File: config.mk
export PLATFORM = sky130hd
export DESIGN_NAME = j_dspbus
export DESIGN_NICKNAME = d
export VERILOG_FILES = /design/src/rtl/j_dspbus_pkg.sv /design/src/rtl/j_dspbus_wdog.sv /design/src/rtl/j_dspbus.sv
export SDC_FILE = /design/constraint.sdc
export NUM_CORES = 1
export LEC_CHECK = 0
export CORE_ASPECT_RATIO = 1.1
export CORE_MARGIN = 3
export CORE_UTILIZATION = 45
export CTS_BUF_LIST = sky130_fd_sc_hd__clkbuf_16
export DETAILED_ROUTE_END_ITERATION = 8
export GPL_ROUTABILITY_DRIVEN = 0
export PLACE_DENSITY = 0.69
export SLEW_MARGIN = 5
export SYNTH_ARGS = -nofsm -noshare
export SYNTH_HDL_FRONTEND = slang
export SYNTH_SLANG_ARGS = --single-unit
File: constraint.sdc
create_clock -name sys_clk -period 2.51 [get_ports sys_clk]
set_clock_uncertainty 0.15 [all_clocks]
set_input_delay 0.3765 -clock sys_clk [delete_from_list [all_inputs] [get_ports sys_clk]]
set_output_delay 0.3765 -clock sys_clk [all_outputs]
set_load 0.02 [all_outputs]
File: src/rtl/j_dspbus_pkg.sv
// j_dspbus_pkg: shared state encoding and default constants for the DSP bus sequencer
package j_dspbus_pkg;
  localparam int HOLD_W = 4;
  localparam int TIMEOUT_DEF = 255;
  localparam int HOLD_CYCLES_DEF = 3;
  typedef enum logic [5:0] {
    IDLE = 6'b000001,
    REQ  = 6'b000010,
    ADDR = 6'b000100,
    DATA = 6'b001000,
    DONE = 6'b010000,
    HOLD = 6'b100000
  } state_t;
endpackage

File: src/rtl/j_dspbus_wdog.sv
// j_dspbus_wdog: DATA-phase watchdog, flags the TIMEOUT-th counted cycle
module j_dspbus_wdog #(
  parameter int TIMEOUT = 255,
  parameter int W = $clog2(TIMEOUT + 1)
) (
  input  logic clk,
  input  logic rst,
  input  logic clr,
  input  logic en,
  output logic tc
);
  logic [W-1:0] cnt;
  // count DATA cycles since the last ADDR
  always_ff @(posedge clk or posedge rst)
    if (rst) cnt <= '0;
    else if (clr) cnt <= '0;
    else if (en) cnt <= cnt + 1'b1;
  assign tc = en && (cnt == W'(TIMEOUT - 1));
endmodule

File: src/rtl/j_dspbus.sv
// j_dspbus: external bus-master sequencer for DSP memory requests (watchdog via J_DSPBUS_WATCHDOG_EN)
module j_dspbus
  import j_dspbus_pkg::*;
#(
  parameter int TIMEOUT = TIMEOUT_DEF,
  parameter int HOLD_CYCLES = HOLD_CYCLES_DEF
) (
  input  logic       sys_clk,
  input  logic       reset,
  input  logic       dreql,
  input  logic       rw,
  input  logic [1:0] siz,
  input  logic       bgl,
  input  logic       ackl,
  input  logic       pri_reql,
  output logic       breql,
  output logic       dtackl,
  output logic [1:0] dbrl,
  output logic       aen_x,
  output logic       den_x,
  output logic [1:0] siz_x,
  output logic       buserr
);
  state_t state, nxt;
  logic [HOLD_W-1:0] hcnt, hcnt_n;
  logic rw_l, rw_n;
  logic [1:0] siz_n;
  logic to;
`ifdef J_DSPBUS_WATCHDOG_EN
  logic tc;
  j_dspbus_wdog #(.TIMEOUT(TIMEOUT)) u_wdog (
    .clk(sys_clk),
    .rst(reset),
    .clr(state == ADDR),
    .en(state == DATA),
    .tc(tc)
  );
  assign to = tc & ackl;
`else
  assign to = 1'b0;
`endif
  // next state, hold counter and relatched transfer attributes
  always_comb begin
    nxt = state;
    hcnt_n = hcnt;
    rw_n = rw_l;
    siz_n = siz_x;
    case (state)
      IDLE: nxt = dreql ? IDLE : REQ;
      REQ:
        if (!bgl) begin
          nxt = ADDR;
          rw_n = rw;
          siz_n = siz;
        end else if (dreql) nxt = IDLE;
      ADDR: nxt = DATA;
      DATA: nxt = (!ackl || to) ? DONE : DATA;
      DONE: begin
        nxt = HOLD;
        hcnt_n = HOLD_W'(HOLD_CYCLES);
      end
      HOLD:
        if (!pri_reql || bgl) nxt = IDLE;
        else if (!dreql) begin
          nxt = ADDR;
          rw_n = rw;
          siz_n = siz;
        end else if (hcnt == '0) nxt = IDLE;
        else hcnt_n = hcnt - 1'b1;
      default: nxt = IDLE;
    endcase
  end
  // state plus outputs registered from the state being entered
  always_ff @(posedge sys_clk or posedge reset)
    if (reset) begin
      state <= IDLE;
      hcnt <= '0;
      rw_l <= 1'b0;
      siz_x <= 2'b00;
      breql <= 1'b1;
      dtackl <= 1'b1;
      dbrl <= 2'b11;
      aen_x <= 1'b0;
      den_x <= 1'b0;
      buserr <= 1'b0;
    end else begin
      state <= nxt;
      hcnt <= hcnt_n;
      rw_l <= rw_n;
      siz_x <= siz_n;
      breql <= nxt == IDLE;
      dtackl <= nxt != DONE;
      dbrl <= (nxt == ADDR) ? 2'b10 : (nxt == DATA) ? 2'b00 : 2'b11;
      aen_x <= (nxt == ADDR) || (nxt == DATA);
      den_x <= (nxt == DATA) && !rw_n;
      buserr <= (state == DATA) && to;
    end
endmodule

==> impl_metrics.ini <==
[logic_synthesis]
synth_seq_cells = 19
synthesis.instances = 96
synth_nets = 107
avgSynthCellArea_sq_um = 10.67
post-synth-top-area-cell = sky130_fd_sc_hd__dfrtp_1
number_of_warning_messages_in_the_yosys_log = 0
synth_top_area_share_pct = 34.19
synth.distinct_cells = 42
ys_top_cells_by_area = sky130_fd_sc_hd__dfrtp_1 34%, sky130_fd_sc_hd__dfstp_2 13%, sky130_fd_sc_hd__inv_1 3.3%
mappedNetlistArea_sq_um = 1025
synth_sequential_area_ratio_pct = 47.01

[timing]
period_share_pct = 91.79
worst_hold_slack_ns = 0.3601
slew_at_the_pin_with_the_worst_max_slew_slack_ns = 0.6560
timing.slew.headroom_pct = 56.22
fmax_ghz = 0.4340
finalMaxSlewViolations = 0
rsz0062_at_grt = false
period_minus_ws_final_ns = 2.304
report.final.hold_viol_count = 0
report.final.setup_viol = 0
setup_tns_ns = 0

[floorplanning]
core.rowCount = 17
die_width_microns = 51.50
core_region_area_sq_um = 2085
floorplan.initialDensity_pct = 49.16
ios = 18
area_of_the_die_sq_um = 2887
fp.dieH_microns = 56.05

[drt]
drt-vias-per-instance = 5.121
routed_wirelength_microns = 1832
detailroute.via_count = 717
drtAntennaViolNets = 0
initial_drc_count = 1
drc_errors = 0
routedWlPerCell_microns = 13.09
drt-pass1-iter-count = 3

[power_and_ir_drop]
peakVddDrop_mv = 0.6354
static_leakage_uw = 0.0005553
powerDensity_nw_per_um2 = 1034
switching_share_pct = 32.31
power_frac_seq_pct = 37.8
power.share.clock_pct = 23.3
finalPower_uw = 1316
pint_uw = 891.1
power.combinational.fraction_pct = 39.0
p_switching_uw = 425.3

[cts]
post_cts_resize_count = 0
cts_made_buffers = 3
worst_skew_pair.late_latency_ns = 0.24
clkSlewWorstSetupHoldPaths_ns = 0.05
cts.sink_count = 19
postCtsSetupBuffers = 0
tritoncts = built
htreeDepth = 1
cts-root-to-sink-buffers = 2
root_buffer = sky130_fd_sc_hd__clkbuf_16
cts-hold-fix-buffers = 0

[finish]
post-route-cell-area_sq_um = 1272
drive_gt1_share_pct = 16.96
final.fill_count = 188
antenna_cells = 0
areaGrowthSynthToFinish_pct = 24.18
nets = 124
finalNonFillerCells = 140

[critical_path]
criticalPathCategory = flop to flop
start_kind = flop
crit_required_ns = 2.49
timing.critical_path.arrival_ns = 2.28
cp-end-kind = flop
path_max_fanout = 8

[job]
drv.max_cap_violation_count = 0

[global_routing]
global_route.overflow_total = 0
antenna_found_initial = 0
grt_pass1_wl_microns = 3070
grt_use_total_pct = 13.61
grt_start_max_net_pins = 20
grt_pass1_vias = 725

[placement]
placement.cell_area_sq_um = 1194
place.port_buffers = 16
hpwl_microns = 1401
place_inst = 136

[status]
status = finished clean

[min_path]
timing.hold.worst.class = flop to flop
[through the flow]
stage	setup WS [ns]	utilization (%)
2_1_floorplan	0.3525	-
3_3_place_gp	0.08204	57.26
3_5_place_dp	0.02273	57.26
4_1_cts	0.2122	61.04
5_1_grt	0.08800	61.04
6_report	0.2060	61.04
[worst paths after layout]
path,to,start,slack (ns),cells after the start
max,hcnt[1],state[2],0.21,4
min,siz_x[0],siz_x[0],0.36,1
max reg2reg,hcnt[1],state[2],0.21,4
min reg2reg,siz_x[0],siz_x[0],0.36,1
max in group asynchronous,hcnt[1],reset,1.42,2
min in group asynchronous,aen_x,reset,0.37,2
[per-layer routing]
| layer | global-route usage [%] | wire (microns) |
|---|---|---|
| met5 | 0 | 0 |
| met4 | 5.618 | 0 |
| met3 | 0.8043 | 39 |
| met1 | 17.94 | 876 |
| met2 | 22.73 | 916 |
[kinds of logic after synthesis]
logic type	count (synthesis)	share of synthesized area [%]
AOI/OAI and AO/OA	17	14.53
xor gates and xnor gates	1	0.8549
adders and majority gates	2	2.442
buffers and inverters	14	6.593
DFF	19	47.01
muxes	4	4.273
other	1	0.3659
and+or+nand+nor	38	23.93
[registers in the layout, summed over array words and instances (netlist names)]
signal and count:
den_x 1, state 6, dtackl 1, rw_l 1
hcnt 4, breql 1, dbrl 2, siz_x 2
aen_x 1
[critical path: stages (launching register included)]
cell and delay [ns]:
sky130_fd_sc_hd__dfrtp_1 0.45, sky130_fd_sc_hd__or4_1 0.71, sky130_fd_sc_hd__nor3_2 0.26, sky130_fd_sc_hd__a2bb2oi_2 0.25
sky130_fd_sc_hd__mux2_2 0.36
[power by group through the flow]
stage	clock network (uW)	registers [uW]	logic (uW)
after detailed placement	0	499	514
after global placement	0	496	504
after CTS	313	496	520
after global routing	325	515	559
after floorplan	0	513	365
final	306	497	513
[synth_stat cells (all sizes together)]
cell and n:
nand3 2, dfstp 5, or4 1, or4bb 1, nand2b 3, and3 1
o211ai 1, nor2b 1, nor4 2, or4b 1, nand2 5, xor2 1
dfrtp 14, nor4b 1, a2111oi 3, mux2i 1, a21oi 4, a2bb2oi 1
o21a 2, a21o 3, nor3 5, or2 1, a211oi 1, o21ai 2
nand3b 3, or3b 1, nor3b 1, inv 9, nor2 5, buf 5
conb 1, mux2 3, ha 2, or2b 2, or3 2
[layout by cell type, fill, tap and decap left out, types with 2 or more instances in the layout]
| cell type | count |
|---|---|
| sky130_fd_sc_hd__clkdlybuf4s50_1 | 16 |
| sky130_fd_sc_hd__dfrtp_1 | 14 |
| sky130_fd_sc_hd__inv_1 | 10 |
| sky130_fd_sc_hd__nand2_1 | 5 |
| sky130_fd_sc_hd__dfstp_2 | 5 |
| sky130_fd_sc_hd__nor3_1 | 4 |
| sky130_fd_sc_hd__nor2_1 | 4 |
| sky130_fd_sc_hd__a21oi_1 | 4 |
| sky130_fd_sc_hd__nand2b_1 | 3 |
| sky130_fd_sc_hd__nand3b_1 | 3 |
| sky130_fd_sc_hd__mux2_2 | 3 |
| sky130_fd_sc_hd__a21o_1 | 3 |
| sky130_fd_sc_hd__clkbuf_16 | 3 |
| sky130_fd_sc_hd__nand3_1 | 2 |
| sky130_fd_sc_hd__or3_1 | 2 |
| sky130_fd_sc_hd__o21ai_0 | 2 |
| sky130_fd_sc_hd__o21a_1 | 2 |
| sky130_fd_sc_hd__or2b_1 | 2 |
| sky130_fd_sc_hd__ha_1 | 2 |
[layout make-up]
cell class | instances | area [sq um] | area share [%]
Inverter | 9 | 33.78 | 2.655
Clock buffer | 3 | 75.07 | 5.900
Timing Repair Buffer | 17 | 167.7 | 13.18
Clock inverter | 1 | 3.754 | 0.2950
Sequential cell | 19 | 481.7 | 37.86
Multi-Input combinational cell | 63 | 475.5 | 37.36
Tap cell | 28 | 35.03 | 2.753
(Power assumes the default switching activity.)
